`src/rtl/display_page_sequencer.sv`:
```
// ----------------------------------------------------------------------------
// display_page_sequencer
//
// Selects which page of the 32-bit hex debug display mux is shown. Two raw
// active-low pushbuttons step the page forward/backward (after synchronizing
// and debouncing), and an optional auto-scroll timer steps it forward at a
// fixed interval. Every page change blanks the display for BLANK_CYCLES
// cycles as visual feedback.
//
// Ports
//   Clock           in   system clock, all state updates on the rising edge
//   Reset_n         in   synchronous active-low reset
//   Next_Btn_n      in   raw pushbutton (active low, asynchronous), page +1
//   Prev_Btn_n      in   raw pushbutton (active low, asynchronous), page -1
//   Auto_Mode       in   switch, 1 = auto-scroll enabled
//   Display_Select  out  page index 0..NUM_PAGES-1 for the display mux
//   Display_Enable  out  1 = display blanked, 0 = selected page shown
//   Page_Changed    out  one-cycle pulse in the cycle Display_Select changes
// ----------------------------------------------------------------------------
module display_page_sequencer #(
    parameter int NUM_PAGES       = 20,
    parameter int DEBOUNCE_CYCLES = 500000,
    parameter int SCROLL_CYCLES   = 50000000,
    parameter int BLANK_CYCLES    = 5000000
) (
    input  logic       Clock,
    input  logic       Reset_n,
    input  logic       Next_Btn_n,
    input  logic       Prev_Btn_n,
    input  logic       Auto_Mode,
    output logic [4:0] Display_Select,
    output logic       Display_Enable,
    output logic       Page_Changed
);

    localparam int DB_W = $clog2(DEBOUNCE_CYCLES + 1);
    localparam int SC_W = $clog2(SCROLL_CYCLES);
    localparam int BL_W = $clog2(BLANK_CYCLES + 1);

    localparam logic [DB_W-1:0] DB_LAST   = DB_W'(DEBOUNCE_CYCLES - 1);
    localparam logic [SC_W-1:0] SC_LAST   = SC_W'(SCROLL_CYCLES - 1);
    localparam logic [BL_W-1:0] BL_LAST   = BL_W'(BLANK_CYCLES - 1);
    localparam logic [4:0]      PAGE_LAST = 5'(NUM_PAGES - 1);

    typedef enum logic {
        SHOW  = 1'b0,
        BLANK = 1'b1
    } state_t;

    // Index 0 = Next button, index 1 = Prev button.
    logic [1:0] raw_btn;
    logic [1:0] press_evt;

    assign raw_btn = {Prev_Btn_n, Next_Btn_n};

    // ------------------------------------------------------------------
    // Button synchronizer + debouncer, one instance per button
    // ------------------------------------------------------------------
    genvar gi;
    generate
        for (gi = 0; gi < 2; gi++) begin : g_btn
            logic            sync1_reg;
            logic            sync2_reg;
            logic            level_reg;
            logic [DB_W-1:0] cnt_reg;
            logic            settle;

            // The synchronized level has disagreed long enough: the
            // debounced level takes the new value at this edge.
            assign settle = (sync2_reg != level_reg) && (cnt_reg == DB_LAST);

            // A press is the debounced level going 1->0. The event is
            // flagged in the cycle the transition is committed so the page
            // step lands on the same edge as the level update.
            assign press_evt[gi] = settle && level_reg;

            always_ff @(posedge Clock) begin
                if (!Reset_n) begin
                    sync1_reg <= 1'b1;
                    sync2_reg <= 1'b1;
                    level_reg <= 1'b1;
                    cnt_reg   <= '0;
                end else begin
                    sync1_reg <= raw_btn[gi];
                    sync2_reg <= sync1_reg;
                    if (sync2_reg != level_reg) begin
                        if (settle) begin
                            level_reg <= sync2_reg;
                            cnt_reg   <= '0;
                        end else begin
                            cnt_reg <= cnt_reg + 1'b1;
                        end
                    end else begin
                        cnt_reg <= '0;
                    end
                end
            end
        end
    endgenerate

    // ------------------------------------------------------------------
    // Auto-scroll switch synchronizer and interval counter
    // ------------------------------------------------------------------
    logic            auto_s1_reg;
    logic            auto_s2_reg;
    logic [SC_W-1:0] scroll_cnt_reg;
    logic            auto_tick;
    logic            manual_step;
    logic            step_up;
    logic            step_down;
    logic            step;

    assign auto_tick   = auto_s2_reg && (scroll_cnt_reg == SC_LAST);
    // Both buttons in the same cycle cancel each other and also suppress
    // any auto tick of that cycle.
    assign manual_step = press_evt[0] ^ press_evt[1];
    assign step_up     = (press_evt[0] && !press_evt[1]) ||
                         (!press_evt[0] && !press_evt[1] && auto_tick);
    assign step_down   = press_evt[1] && !press_evt[0];
    assign step        = step_up || step_down;

    always_ff @(posedge Clock) begin
        if (!Reset_n) begin
            auto_s1_reg    <= 1'b0;
            auto_s2_reg    <= 1'b0;
            scroll_cnt_reg <= '0;
        end else begin
            auto_s1_reg <= Auto_Mode;
            auto_s2_reg <= auto_s1_reg;
            // Clearing while disabled means re-enabling restarts a full
            // interval; a manual step also restarts the interval.
            if (!auto_s2_reg || auto_tick || manual_step) begin
                scroll_cnt_reg <= '0;
            end else begin
                scroll_cnt_reg <= scroll_cnt_reg + 1'b1;
            end
        end
    end

    // ------------------------------------------------------------------
    // Page select / blanking FSM
    // ------------------------------------------------------------------
    state_t          state_reg;
    logic [4:0]      select_reg;
    logic            enable_reg;
    logic            changed_reg;
    logic [BL_W-1:0] blank_cnt_reg;
    logic [4:0]      select_next;

    always_comb begin
        select_next = select_reg;
        if (step_up) begin
            select_next = (select_reg == PAGE_LAST) ? 5'd0 : select_reg + 5'd1;
        end else if (step_down) begin
            select_next = (select_reg == 5'd0) ? PAGE_LAST : select_reg - 5'd1;
        end
    end

    always_ff @(posedge Clock) begin
        if (!Reset_n) begin
            state_reg     <= SHOW;
            select_reg    <= 5'd0;
            enable_reg    <= 1'b0;
            changed_reg   <= 1'b0;
            blank_cnt_reg <= '0;
        end else if (step) begin
            // A step is honoured in either state; in BLANK it restarts
            // the blanking window.
            state_reg     <= BLANK;
            select_reg    <= select_next;
            enable_reg    <= 1'b1;
            changed_reg   <= 1'b1;
            blank_cnt_reg <= '0;
        end else begin
            changed_reg <= 1'b0;
            case (state_reg)
                SHOW: begin
                    enable_reg    <= 1'b0;
                    blank_cnt_reg <= '0;
                end
                BLANK: begin
                    if (blank_cnt_reg == BL_LAST) begin
                        state_reg     <= SHOW;
                        enable_reg    <= 1'b0;
                        blank_cnt_reg <= '0;
                    end else begin
                        enable_reg    <= 1'b1;
                        blank_cnt_reg <= blank_cnt_reg + 1'b1;
                    end
                end
                default: begin
                    state_reg     <= SHOW;
                    enable_reg    <= 1'b0;
                    blank_cnt_reg <= '0;
                end
            endcase
        end
    end

    assign Display_Select = select_reg;
    assign Display_Enable = enable_reg;
    assign Page_Changed   = changed_reg;

endmodule
```
`config.mk`:
```
export PLATFORM = sky130hd
export DESIGN_NAME = display_page_sequencer
export DESIGN_NICKNAME = d
export VERILOG_FILES = /design/src/rtl/display_page_sequencer.sv
export SDC_FILE = /design/constraint.sdc
export NUM_CORES = 1
export LEC_CHECK = 0
export BUFFER_PORTS_ARGS = -buffer_cell sky130_fd_sc_hd__buf_2
export CORE_MARGIN = 5
export CORE_UTILIZATION = 60
export CTS_BUF_LIST = sky130_fd_sc_hd__clkbuf_2 sky130_fd_sc_hd__clkbuf_4 sky130_fd_sc_hd__clkbuf_8
export DETAILED_ROUTE_END_ITERATION = 12
export PLACE_DENSITY = 0.74
export SYNTH_ARGS = -nofsm -noshare
export SYNTH_HDL_FRONTEND = slang
export SYNTH_SLANG_ARGS = --single-unit
export TNS_END_PERCENT = 50
```
`constraint.sdc`:
```
create_clock -name Clock -period 3.3 [get_ports Clock]
set_input_delay 0.66 -clock Clock [delete_from_list [all_inputs] [get_ports Clock]]
set_output_delay 0.66 -clock Clock [all_outputs]
set_load 0.01 [all_outputs]
```
==> results.md <==
- The setup check on the worst reg-to-reg path leaves a slack of 0.50 ns.
- Setup violations remaining at the end of the flow were counted as 0.
- The H-tree generated during clock tree synthesis spans 3 levels.
- The summed negative setup slack over all endpoints is 0 ns.
- The number of buffer and inverter instances along the worst setup path is 1.
- The region available for standard cell placement spans 7290 um2.
- At the worst endpoint, the arrival time is 3.09 ns.
- Max-cap violations in this run came to 0.
- The die covers 9400 um2.
- The met3 wire length is 256 um.
- The length of routed wiring on met1 is 3640 um.
- The number of remaining DRC errors is 0.
- For this block, the initial DRC count from the detailed router was 74.
- Summed over all nets, wire length on met2 after detailed routing comes to 3820 um.
- The standard-cell row count is 31.
- Hold timing on the final database bottoms out at a slack of 0.421 ns.
- After detailed routing, no signal wire sits above met4.
- In this run the critical register-to-register path is launched from g_btn[0].cnt_reg[0].
- The fmax is 0.357 GHz.
- The slack of the critical path is 0.498 ns.
- The share of total power dissipated in sequential elements is 59.7%.
- In this run the vertical extent of the chip is 97.0 um.
- The die extent in x is approximately 97 um.
- The flip-flop count of the largest register after layout is 38.
- The synthesized cell area is 4540 um2.
- The average cell area after synthesis is 8.84 um2.
- The clock passes through at most 2 buffers.
- Summing the areas of all xor and xnor instances in the mapped netlist gives 15.8% of the synthesized area.
- The transition time at the pin with the least slew margin is 0.781 ns.
- TritonCTS built the clock tree.
- After synthesis the netlist holds a flip-flop and latch count of 102.
- The mean number of vias per cell is 5.40.
- The proportion of synthesized chip area in sequential cells is a little under half.
- The final HPWL from detailed placement is 5570 um.
- Setup repair after global routing left no endpoint under its margin.
- The analysis attributes to net switching a power of 416 uW.
- From synthesis to final layout, the design area changed by 7.78%.
- Counting the buffers created by CTS gives 9.
- The path class of the tightest hold or removal check is register to register.
- In this run the worst setup path begins at g_btn[0].cnt_reg[0].
- The worst IR drop on VDD is 0.279 mV.
- Fill cells in the final layout number approximately 630.
- The count of warnings emitted by yosys is 0.
- In the final layout, the share of cells above drive strength 1 is 8.30%.
- The highest fanout seen on the critical path is 23.
- Once placement completed, the tool counted placed cells totaling a little over 600.
- In this run the critical register-to-register path is captured at blank_cnt_reg[5].
- Entering global routing, the biggest net connects 27 pins.
- The global-route wire length before repair is 14000 um.
- After technology mapping, the gate count stands at 513.
- Measured in cells, the most critical reg-to-reg path has a length of 11.
- The static power due to leakage is 0.00155 uW.
- Per report_power, the combinational group accounts for less than 1% of the total.
- At the end of routability-driven placement, the weighted congestion stood at 0.779.
- The kind of cell with the highest combined delay along the critical path is simple AND/OR/NAND/NOR gates.
- Subtracting the final worst setup slack from the clock period gives 2.80 ns.
- In this run the power density over the cells is about 420 nW/um2.
- The critical path data required time is approximately 3.6 ns.
- The hold violation count in the final report is 0.
- The critical path is of the register to register type.
- 12 I/O pins were placed.
- The total internal power is between 1500 and 2000 uW.
- In this run the number of cells on the critical path is 11.
- Summing the areas of all and, or, nand and nor instances in the mapped netlist gives 31.1% of the synthesized area.
- The net count of the mapped netlist is around 530.
- Traced cell by cell, the critical path runs through ha_1, nand3_1, nor4_2, and3b_1, inv_1, ha_1, nand2_1, nor2_1, a31o_2, or3_4, nor2_1.
- The count of buffers inserted at the top-level ports is 11.
- The clock drives between 100 and 150 sinks.
- The filler-free cell count of the finished design is 629.
- At the placement stage, the worst setup path has a slack of 0.125 ns.
- The number of search-and-repair iterations in the first detailed-routing pass is 4.
- The delay of the slowest critical-path stage is 0.51 ns.
- The most critical setup path has its endpoint at blank_cnt_reg[5].
- The area fraction in compound gates after synthesis is 2.23%.
- Net switching is 20.1% of the power.
- In this run, the clock network consumes about two fifths of the power.
- Measured against its own limit, the worst slew margin works out to 47.5%.
- The endpoint kind of the worst setup timing path is a register.
- The clock skew after layout is 0.0111 ns.
- Counting distinct cell types in the post-synthesis netlist gives 45.
- Measured against the total synthesized area, the mux share comes to 0.662%.
- The detail route stage leaves a number of antenna-violating nets equal to 0.
- After global routing the overflow that remains totals 0.
- The initial antenna violation count is 0.
- The startpoint type of the worst setup path is a register.
- By area, the combinational part of the netlist is dominated by simple AND/OR/NAND/NOR gates.
- Of the total synthesized cell area, the portion taken by full adders, half adders and majority gates is under 10%.
- The sequential standard cell area is about 2000 um2.
- The final cycle utilization of the critical path is 84.9%.
- Summed over all layers, the routed wires come to 7810 um.
- The run finished with clean final reports.
- The slowest stage of the critical path is the sky130_fd_sc_hd__or3_4 cell.
- The multi-input combinational cells in the finished layout cover a total of 2380 um2.
- The via total after detailed routing is 3398.
- The clock root buffer is sky130_fd_sc_hd__clkbuf_8.
- The via count of the first global-routing pass is around 3300.
- The global-route total usage across every layer is 17.5%.
- Dividing the detail-routed wire length by the instance count gives ~12 um.
- At the end of the flow the core is filled with cells to 67.1%.
- Clock-pin slew was measured on the worst setup and hold paths at roughly 0.09 ns.
- The number of diodes is 0.
- The later pin in the worst-skew pair is clocked with a latency of roughly 0.36 ns.
- For this configuration, the core starts out at a cell density of 62.2%.
- The final number of max-transition violations is 0.
- The number of nets in the layout is 539.
[layer usage]
layer | track usage (%) | vias up
li1 | - | 1764
met1 | 21.5 | 1584
met2 | 30.0 | 40
met3 | 4.17 | 10
met4 | 5.51 | 0
met5 | 0 | -
[layout make-up]
class                   count  area share, %
multi-input cells         385           48.7
flip-flops and latches    102           41.8
clock buffers              12           3.38
well taps                  99           2.53
repair buffers             13           1.43
clock inverters             4           1.10
inverters                  14           1.07
[cell usage after synthesis, drive strengths merged]
cell       n  area share (%)
a31o       1            0.19
mux2i      3            0.66
and3b      1            0.19
a21oi      2            0.22
xnor2     34             6.6
nor4      11             2.2
nand3b     5            0.83
o311ai     1            0.19
nand2     40             3.3
and2       4            0.55
buf        9             1.1
ha         9             2.5
nand4bb    1            0.25
nand4     26             3.6
nor3      11             1.2
a31oi      3            0.55
nand4b     1            0.19
a211oi     1            0.17
or4        1            0.17
or2        1            0.14
o211ai     1            0.17
a2111oi    1            0.22
xor2      48             9.3
nand3     31             3.6
nor4b      5            0.97
a221oi     1            0.19
clkbuf     3            0.47
or4b       3            0.74
and3       6            0.83
o21ai      3            0.33
and4       7             1.4
or3        5            0.72
inv       14             1.2
nor2     112             9.3
dfxtp    102              45
nand2b     6            0.83
[through the flow]
stage	area (um2)	power (uW)
3_3_place_gp	4660	1280
6_report	4890	2070
5_1_grt	4890	2150
3_5_place_dp	4660	1280
2_1_floorplan	4540	1280
4_1_cts	4880	2100
[kinds of logic (layout without fill, tap and decap cells)]
| kind of cell | Yosys count | in the layout |
|---|---|---|
| AND/OR/NAND/NOR | 277 | 277 |
| AO/OA/AOI/OAI | 14 | 14 |
| flip-flops | 102 | 102 |
| XOR/XNOR | 82 | 82 |
| multiplexers | 3 | 3 |
| adder cells (fa/ha/maj) | 9 | 9 |
| buffers and inverters | 26 | 43 |
[power by group through the flow]
stage | logic [uW] | clock network (uW) | registers, uW
final | 17.7 | 815 | 1240
after global routing | 20.5 | 895 | 1240
after detailed placement | 18.3 | 0 | 1270
after floorplan | 12.7 | 0 | 1260
after global placement | 18.2 | 0 | 1270
after CTS | 18.3 | 844 | 1240
[placed cells by master, fill, tap and decap left out, types with 2 or more instances in the layout]
cell type and instances:
sky130_fd_sc_hd__nand3_2 2, sky130_fd_sc_hd__xnor2_1 34, sky130_fd_sc_hd__clkbuf_8 12, sky130_fd_sc_hd__nor2_1 111, sky130_fd_sc_hd__o21ai_0 3, sky130_fd_sc_hd__a31oi_1 2
sky130_fd_sc_hd__nand4_1 26, sky130_fd_sc_hd__and4_2 2, sky130_fd_sc_hd__mux2i_1 3, sky130_fd_sc_hd__inv_1 14, sky130_fd_sc_hd__clkinvlp_4 2, sky130_fd_sc_hd__xor2_1 48
sky130_fd_sc_hd__dfxtp_1 102, sky130_fd_sc_hd__nor4b_1 5, sky130_fd_sc_hd__and3_1 6, sky130_fd_sc_hd__nor4_4 2, sky130_fd_sc_hd__nand2_1 40, sky130_fd_sc_hd__or4b_2 2
sky130_fd_sc_hd__and4_1 5, sky130_fd_sc_hd__nand3b_1 5, sky130_fd_sc_hd__ha_1 9, sky130_fd_sc_hd__nand2b_1 6, sky130_fd_sc_hd__nor4_1 8, sky130_fd_sc_hd__buf_4 2
sky130_fd_sc_hd__nor3_1 11, sky130_fd_sc_hd__and2_1 4, sky130_fd_sc_hd__or3_1 3, sky130_fd_sc_hd__nand3_1 29, sky130_fd_sc_hd__buf_2 11, sky130_fd_sc_hd__a21oi_1 2
[worst min path at each step]
stage | from | to | cells past startpoint
after detailed placement | g_btn[0].sync1_reg | g_btn[0].sync2_reg | 1
after global routing | g_btn[0].sync1_reg | g_btn[0].sync2_reg | 1
after CTS | g_btn[0].sync1_reg | g_btn[0].sync2_reg | 1
final | g_btn[0].sync1_reg | g_btn[0].sync2_reg | 1
after floorplan | g_btn[0].sync1_reg | g_btn[0].sync2_reg | 1
after global placement | g_btn[0].sync1_reg | g_btn[0].sync2_reg | 1
[timing repair]
action	in CTS	in global routing
resized for setup	0	3
buffers inserted	0	0
hold buffers	0	0
endpoints found under the setup margin	0	23
(Power assumes the default switching activity.)
